`config.mk`:
```
export PLATFORM = sky130hd
export DESIGN_NAME = hamming_rx_ctrl
export DESIGN_NICKNAME = d
export VERILOG_FILES = /design/src/rtl/hamming_pkg.sv /design/src/rtl/hamming74_dec.sv /design/src/rtl/hamming_rx_ctrl.sv
export SDC_FILE = /design/constraint.sdc
export NUM_CORES = 1
export LEC_CHECK = 0
export BUFFER_PORTS_ARGS = -buffer_cell sky130_fd_sc_hd__buf_4
export CORE_ASPECT_RATIO = 1.75
export CORE_UTILIZATION = 50
export DETAILED_ROUTE_END_ITERATION = 6
export PLACE_DENSITY = 0.71
export SYNTH_ARGS = -nofsm -noshare
export SYNTH_HDL_FRONTEND = slang
export SYNTH_SLANG_ARGS = --single-unit
```
`constraint.sdc`:
```
create_clock -name clk -period 4.1 [get_ports clk]
set_input_delay 0.82 -clock clk [delete_from_list [all_inputs] [get_ports clk]]
set_output_delay 0.82 -clock clk [all_outputs]
set_load 0.02 [all_outputs]
```
`src/rtl/hamming_pkg.sv`:
```
// Shared types and constants for the Hamming(7,4) serial receiver.
package hamming_pkg;

  localparam int unsigned CW_W     = 7;
  localparam int unsigned NIBBLE_W = 4;
  localparam int unsigned ERRCNT_W = 16;
  localparam int unsigned CNT_W    = 3;

  // Syndrome {a,b,c} values that point at a data bit of the codeword.
  localparam logic [2:0] SYN_CW4 = 3'b110;
  localparam logic [2:0] SYN_CW2 = 3'b101;
  localparam logic [2:0] SYN_CW1 = 3'b011;
  localparam logic [2:0] SYN_CW0 = 3'b111;

  typedef enum logic [1:0] {
    SHIFT  = 2'd0,
    DECODE = 2'd1,
    EMIT   = 2'd2
  } state_t;

endpackage

```
`src/rtl/hamming74_dec.sv`:
```
// Combinational Hamming(7,4) single-error-correcting decoder.
module hamming74_dec
  import hamming_pkg::*;
(
  input  logic [CW_W-1:0]     cw,
  output logic [NIBBLE_W-1:0] nibble,
  output logic                syn_nz
);

  logic [2:0]      syn;
  logic [CW_W-1:0] fixed;

  // Compute syndrome and flip the data bit it points at; parity-bit hits leave data alone.
  always_comb begin
    syn   = {cw[6] ^ cw[4] ^ cw[2] ^ cw[0],
             cw[5] ^ cw[4] ^ cw[1] ^ cw[0],
             cw[3] ^ cw[2] ^ cw[1] ^ cw[0]};
    fixed = cw;
    case (syn)
      SYN_CW4: fixed[4] = ~cw[4];
      SYN_CW2: fixed[2] = ~cw[2];
      SYN_CW1: fixed[1] = ~cw[1];
      SYN_CW0: fixed[0] = ~cw[0];
      default: fixed = cw;
    endcase
    nibble = {fixed[4], fixed[2], fixed[1], fixed[0]};
    syn_nz = |syn;
  end

endmodule

```
`src/rtl/hamming_rx_ctrl.sv`:
```
// Serial Hamming(7,4) receiver: shifts in codewords, decodes nibble pairs into bytes.
// Optional corrected-error counter enabled by defining HAMMING_ERRCNT_EN.
module hamming_rx_ctrl
  import hamming_pkg::*;
(
  input  logic        clk,
  input  logic        rst,
  input  logic        bit_in,
  input  logic        bit_valid,
  output logic        bit_ready,
  input  logic        sync,
  output logic [7:0]  byte_out,
  output logic        byte_valid,
  input  logic        byte_ready,
  output logic        byte_err,
  output logic [15:0] err_cnt,
  input  logic        err_clr
);

  localparam logic [CNT_W-1:0] LAST_CNT = CNT_W'(CW_W - 1);

  state_t                state;
  state_t                state_nxt;
  logic [CNT_W-1:0]      count;
  logic                  half;
  logic [CW_W-1:0]       cw;
  logic [NIBBLE_W-1:0]   hi_nib;
  logic [NIBBLE_W-1:0]   lo_nib;
  logic                  hi_err;
  logic                  lo_err;
  logic [NIBBLE_W-1:0]   dec_nibble;
  logic                  dec_syn_nz;
  logic                  accept;
  logic                  decode_en;
  logic                  load_out;

  hamming74_dec u_dec (
    .cw     (cw),
    .nibble (dec_nibble),
    .syn_nz (dec_syn_nz)
  );

  // State register; bit_ready is registered from the next state.
  always_ff @(posedge clk) begin
    if (rst) begin
      state     <= SHIFT;
      bit_ready <= 1'b1;
    end else begin
      state     <= state_nxt;
      bit_ready <= (state_nxt == SHIFT);
    end
  end

  // Next-state and datapath strobes; sync overrides every state.
  always_comb begin
    state_nxt = state;
    accept    = 1'b0;
    decode_en = 1'b0;
    load_out  = 1'b0;
    if (sync) begin
      state_nxt = SHIFT;
    end else begin
      case (state)
        SHIFT: begin
          if (bit_valid) begin
            accept = 1'b1;
            if (count == LAST_CNT) state_nxt = DECODE;
          end
        end
        DECODE: begin
          decode_en = 1'b1;
          state_nxt = half ? EMIT : SHIFT;
        end
        EMIT: begin
          if (!byte_valid || byte_ready) begin
            load_out  = 1'b1;
            state_nxt = SHIFT;
          end
        end
        default: state_nxt = SHIFT;
      endcase
    end
  end

  // Codeword shift register and bit counter.
  always_ff @(posedge clk) begin
    if (rst) begin
      cw    <= '0;
      count <= '0;
    end else begin
      if (accept) cw <= {cw[CW_W-2:0], bit_in};
      if (sync) begin
        count <= '0;
      end else if (accept) begin
        count <= (count == LAST_CNT) ? '0 : count + CNT_W'(1);
      end
    end
  end

  // Nibble pairing: first decode fills the high half, second the low half.
  always_ff @(posedge clk) begin
    if (rst) begin
      half   <= 1'b0;
      hi_nib <= '0;
      hi_err <= 1'b0;
      lo_nib <= '0;
      lo_err <= 1'b0;
    end else if (sync) begin
      half   <= 1'b0;
      hi_nib <= '0;
      hi_err <= 1'b0;
    end else if (decode_en) begin
      half <= ~half;
      if (!half) begin
        hi_nib <= dec_nibble;
        hi_err <= dec_syn_nz;
      end else begin
        lo_nib <= dec_nibble;
        lo_err <= dec_syn_nz;
      end
    end
  end

  // Output register with valid/ready handshake; reload wins over clear.
  always_ff @(posedge clk) begin
    if (rst) begin
      byte_out   <= '0;
      byte_err   <= 1'b0;
      byte_valid <= 1'b0;
    end else if (load_out) begin
      byte_out   <= {hi_nib, lo_nib};
      byte_err   <= hi_err | lo_err;
      byte_valid <= 1'b1;
    end else if (byte_valid && byte_ready) begin
      byte_valid <= 1'b0;
    end
  end

`ifdef HAMMING_ERRCNT_EN
  // Saturating corrected-error counter; clear beats a same-cycle increment.
  always_ff @(posedge clk) begin
    if (rst) begin
      err_cnt <= '0;
    end else if (err_clr) begin
      err_cnt <= '0;
    end else if (decode_en && dec_syn_nz && (err_cnt != '1)) begin
      err_cnt <= err_cnt + ERRCNT_W'(1);
    end
  end
`else
  logic unused_err_clr;
  assign unused_err_clr = err_clr;
  assign err_cnt        = '0;
`endif

endmodule

```
# After elaboration in Yosys (flattened, before gate mapping)
# Index checks and enable logic that the tools add are counted.
# word_totals
regBits,34
in_bits,7
output_inout_bits,27
# classes
addsub,1
eq_ne,7
n_mux,21
n_bitwise,16
n_reduce_logical,10
# ops
op,count
$mux W1,14
$eq A3 B3 Y1 const B,4
$mux W2,5
$xor A1 B1 Y1,9
$not A1 Y1,6
$pmux W2 S3,1
$logic_not A2 Y1,2
$add A3 B1 Y3 const B,1
$eq A3 B2 Y1 const B,1
$mux W3,1
$reduce_and A3 Y1,1
$reduce_or A3 Y1,1
$eq A2 B1 Y1 const B,1
$eq A2 B2 Y1 const B,1
$reduce_and A2 Y1,1
$reduce_bool A2 Y1,1
$reduce_or A2 Y1,1
$logic_and A1 B1 Y1,1
$logic_not A1 Y1,1
$logic_or A1 B1 Y1,1
$or A1 B1 Y1,1

# Depth between registers and ports, before layout
# depth
word_depth,6
mapped_depth,6

# Modules after synthesis
# From an unflattened synthesis, not the netlist that was laid out.
# unflattened
cells_unflattened,240
hier_area_um2,1971.9
# modules_own_cells
mod,n_inst,cells_per_inst,area_per_inst_um2,seq_area_each_um2
hamming_rx_ctrl,1,168,1471.4,680.7
hamming74_dec,1,72,500.5,0.0

# Least setup slack after synthesis
# Ideal clock, no wire load.
# synth_path
path_kind,input -> register
from,in sync
to,reg count[0]
setup_time_ns,0.065
arrival_ns,1.755
t_required_ns,4.035
path_slack_ns,2.280
path_stages,5
path_buffers,1
path_cell_list,or4b_1 -> buf_2 -> a211oi_1 -> a21oi_1 -> nor2_1
# synth_via
elab_chain_cells,1
elab_cells_between_ends,2
cone_classes,mux: 1; reduce/logical: 1
# synth_rtl
item,line,rtl
from (decl),hamming_rx_ctrl.sv:11,"input logic sync,"
$mux W1 or $reduce_or A2 Y1 (tied branches),n/a,
to (signal assigned),hamming_rx_ctrl.sv:95,count <= (count == LAST_CNT) ? '0 : count + CNT_W'(1);
to (decl),hamming_rx_ctrl.sv:24,logic [CNT_W-1:0] count;
# Several ways; a longest one is shown, not always the timed one.
# A chain may end at the register's enable or synchronous reset.

# Final worst setup path
# layout_path
from,in sync
to,reg state[0]
# layout_via
elab_chain_cells,1
# layout_rtl
item,line,rtl
$mux W2,hamming_rx_ctrl.sv:60,if (sync) begin
to (signal assigned),hamming_rx_ctrl.sv:49,state <= state_nxt;
to (decl),hamming_rx_ctrl.sv:22,state_t state;
# Every way passes these cells.

==> out/results.env <==
CP_TOP_DELAY_FAMILY='simple AND/OR/NAND/NOR gates'
DRIVE_GT1_SHARE_PCT=16.7
DRT_ITER0_DRC=35
SETUP-TNS-FINAL_NS=0
CTSRESIZECOUNT=0
WORST_EP_REQUIRED_TIME_NS=4.33
GRT_START_MAX_NET_PINS=26
WORSTPATHARRIVAL_NS=2.06
NETLIST_AREA_UM2=1620
FILL_CELLS=300
TIMING.FINAL.CRIT_SHARE_PCT=44.8
TIMING.CRITICAL_PATH.FANOUT_MAX=10
ACHIEVABLE-FREQUENCY_GHz=0.544
ANT_DIODES=0
SYNTH.LIB_CELLS_USED.DISTINCT=34
FINAL-SETUP-VIOL-COUNT=0
IO_BUFFERS=16
TIMING.CRITICAL_PATH.DEPTH=5
SKEW_NS=0.00470
TRITONCTS.NUM_BUFFERS=5
AREA_OF_COMBINATIONAL_CELLS_WITH_MULTIPLE_INPUTS_UM2=806
CLOCKROOTBUFFER='sky130_fd_sc_hd__clkbuf_8'
HOLD-PATH-ENDPOINT='byte_out[1]$_SDFFE_PP0P_'
ROUTABILITYCONGESTION=0.755
DRT_DRC_VIOLATIONS_LEFT=0
POSTLAYOUTCELLAREA_UM2=1770
LAYOUT.CELLS.MOST_COMMON='sky130_fd_sc_hd__dfxtp_1'
END_KIND='register'
ROWS=27
DIE-HEIGHT_UM=77.2
GRT_OVERFLOW_TOTAL=0
RR_WORST_DEPTH=5
CRIT_SLOWEST_CELL='sky130_fd_sc_hd__nor4b_4'
SYNTH_EDF_COUNT=0
FINALHOLDVIOLCOUNT=0
IO_PINS=34
GRT_SETUP_UNREPAIRED='no'
NETLIST_INSTANCES=179
GR-USAGE-ALL-LAYERS_PCT=18.9
TIMING.MAX_SLEW.REL_SLACK_PCT=58.7
AVGROUTEDWIREPERCELL_UM=12.2
START_UTIL_PCT=52.0
AREA_DELTA_SYNTH_FINAL_PCT=9.84
POWER.DENSITY_nW_PER_UM2=371
TIMING.CRITICAL_PATH.FROM_TYPE='input pin'
CP_NUM_BUF_INV=1
MOSTFREQUENTLAYOUTCELLS='sky130_fd_sc_hd__dfxtp_1, sky130_fd_sc_hd__nor2_1, sky130_fd_sc_hd__nand2_1, sky130_fd_sc_hd__conb_1, sky130_fd_sc_hd__buf_4'
HTREEDEPTH=2
PATH_CELLS='buf_4 -> nor4b_4 -> nand2_1 -> nor3b_1 -> nor2b_1'
R2R-END='hi_nib[3]$_SDFFE_PP0P_'
PLACED_CELL_AREA_UM2=1660
DESIGN_POWER_TOTAL_mW=0.658
IR_DROP_mV=0.253
NUMCLOCKSINKS=34
WORST_SETUP_HOLD_PATH_CLK_SLEW_NS=0.07
DETAILED_PLACE_HPWL_MM=2.13
YOSYS_REGISTER_BITS=34
SYNTHESIS.AREA_PER_INSTANCE_UM2=9.02
DRV_CAP=0
WORST_HOLD_PATH.NUM_CELLS=2
CLK_LATENCY_NS=0.29
VIAS_IN_THE_FIRST_GLOBAL_ROUTE=1115
HOLD_CLASS='register to register'
CORE_AREA_UM2=3110
DETAIL_ROUTE.FIRST_PASS.ITERATIONS=4
WORSTMARGINPINSLEW_NS=0.617
RUN_STATUS='finished clean'
MAX_STAGE_DELAY_NS=0.48
ANT_NETS=0
REPORT.FINAL.SLEW_VIOL_COUNT=0
DESIGN.DIE.AREA_UM2=3470
SEQ_AREA_UM2=681
YOSYS_WARNINGS=0
DIE-WIDTH_UM=45.0
POST_CTS_SETUP_BUFFER_COUNT=0
CTS_BUFFER_DEPTH=2
PERIOD_MINUS_SLACK_NS=1.84
DETAIL_ROUTE.VIAS_PER_CELL=4.97
HOLDBUFCOUNTCTS=0
CRITICAL_PATH_START_END_CLASSIFICATION='input pin to register'
WL_MM=2.87
REG2REG_SLACK_NS=2.40
VIA_COUNT=1167
BEGINNING_OF_THE_WORST_HOLD_PATH='byte_out[1]$_SDFFE_PP0P_'
NUMBER_OF_ANTENNA_VIOLATIONS_AT_THE_FIRST_CHECK_IN_GLOBAL_ROUTING=0
LEAKAGEPOWER_nW=0.736
GRT_PASS1_WL_MM=4.80
SYNTH_FF_TYPE='sky130_fd_sc_hd__dfxtp_1'
CTS_TREE='built'
SYNTH_ASYNC_SR_FLOP_SHARE_PCT=0
WORST_R2R_STARTPOINT='cw[4]$_SDFFE_PP0P_'
FIN_NETS=198
SYNTH-SEQ-AREA-SHARE_PCT=42.1
-- worst max path at each step --
stage / startpoint / endpoint / slack [ns]
final: sync / state[0]$_SDFF_PP0_ / 2.26
after global routing: sync / count[2]$_SDFFE_PP0P_ / 2.15
after CTS: sync / state[0]$_SDFF_PP0_ / 2.26
after detailed placement: sync / count[0]$_SDFFE_PP0P_ / 1.98
after global placement: sync / bit_ready$_SDFF_PP1_ / 1.98
after floorplan: sync / count[0]$_SDFFE_PP0P_ / 2.28
-- power breakdown --
group | switching (mW) | internal, mW
Clock | 0.117 | 0.169
Sequential | 0.00167 | 0.331
Combinational | 0.0288 | 0.0103
Total | 0.147 | 0.511
-- worst register-to-register path, cell delays in order, from the launching register on --
cell	delay [ns]
sky130_fd_sc_hd__dfxtp_1	0.53
sky130_fd_sc_hd__xor2_1	0.37
sky130_fd_sc_hd__nor3_1	0.09
sky130_fd_sc_hd__o21ai_0	0.23
sky130_fd_sc_hd__xor2_1	0.23
sky130_fd_sc_hd__a211oi_1	0.10
-- kinds of logic after synthesis --
logic type / after synthesis / synth area share (%)
and+or+nand+nor: 65 / 20.1
DFF: 34 / 42.1
buffers and inverters: 27 / 11.5
muxes: 9 / 5.58
xor gates and xnor gates: 13 / 8.91
AOI/OAI and AO/OA: 30 / 11.6
other: 1 / 0.232
-- layer usage --
metal / GRT usage [%] / up-vias / wire [um] / share of wire (%)
met5: 0 / - / 0 / 0
met4: 10.9 / 0 / 74 / 2.6
met3: 4.94 / 8 / 83 / 2.9
met2: 34.2 / 18 / 1690 / 59
met1: 17.6 / 552 / 1020 / 36
li1: - / 589 / - / -
-- stage by stage --
stage          util, %  worst slack, ns  std cells  hold WS [ns]
3_5_place_dp      53.5             1.98        227         0.483
6_report          57.1             2.26        235         0.497
2_1_floorplan        -             2.28        194         0.461
3_3_place_gp      53.5             1.98        227         0.469
5_1_grt           57.1             2.15        235         0.527
4_1_cts           57.1             2.26        235         0.499
-- registers in the layout, summed over array words and instances (netlist names) --
name,count
byte_err,1
state,2
hi_err,1
half,1
count,3
byte_out,8
byte_valid,1
lo_err,1
lo_nib,4
cw,7
hi_nib,4
bit_ready,1
-- cell usage after synthesis (2+ instances only) --
cell type / number / share of area (%)
sky130_fd_sc_hd__dfxtp_1: 34 / 42
sky130_fd_sc_hd__nor2_1: 28 / 6.5
sky130_fd_sc_hd__buf_4: 17 / 7.9
sky130_fd_sc_hd__nand2_1: 17 / 4.0
sky130_fd_sc_hd__a21oi_1: 13 / 4.0
sky130_fd_sc_hd__a211oi_1: 11 / 5.1
sky130_fd_sc_hd__mux2i_1: 9 / 5.6
sky130_fd_sc_hd__xnor2_1: 6 / 3.3
sky130_fd_sc_hd__buf_2: 4 / 1.2
sky130_fd_sc_hd__nor3_1: 4 / 1.2
sky130_fd_sc_hd__xor2_1: 4 / 2.2
sky130_fd_sc_hd__clkbuf_1: 3 / 0.70
sky130_fd_sc_hd__nand3_1: 3 / 0.93
sky130_fd_sc_hd__o21ai_0: 3 / 0.93
sky130_fd_sc_hd__buf_6: 2 / 1.4
sky130_fd_sc_hd__nor2b_1: 2 / 0.77
sky130_fd_sc_hd__nor3b_1: 2 / 0.93
-- final cells by class --
type	count	share of cell area (%)
multi-input cells	133	45.4
flip-flops and latches	34	38.4
repair buffers	16	6.77
clock buffers	8	6.21
well taps	43	3.03
inverters	1	0.212
No activity file was read; power rests on OpenSTA's default activity.
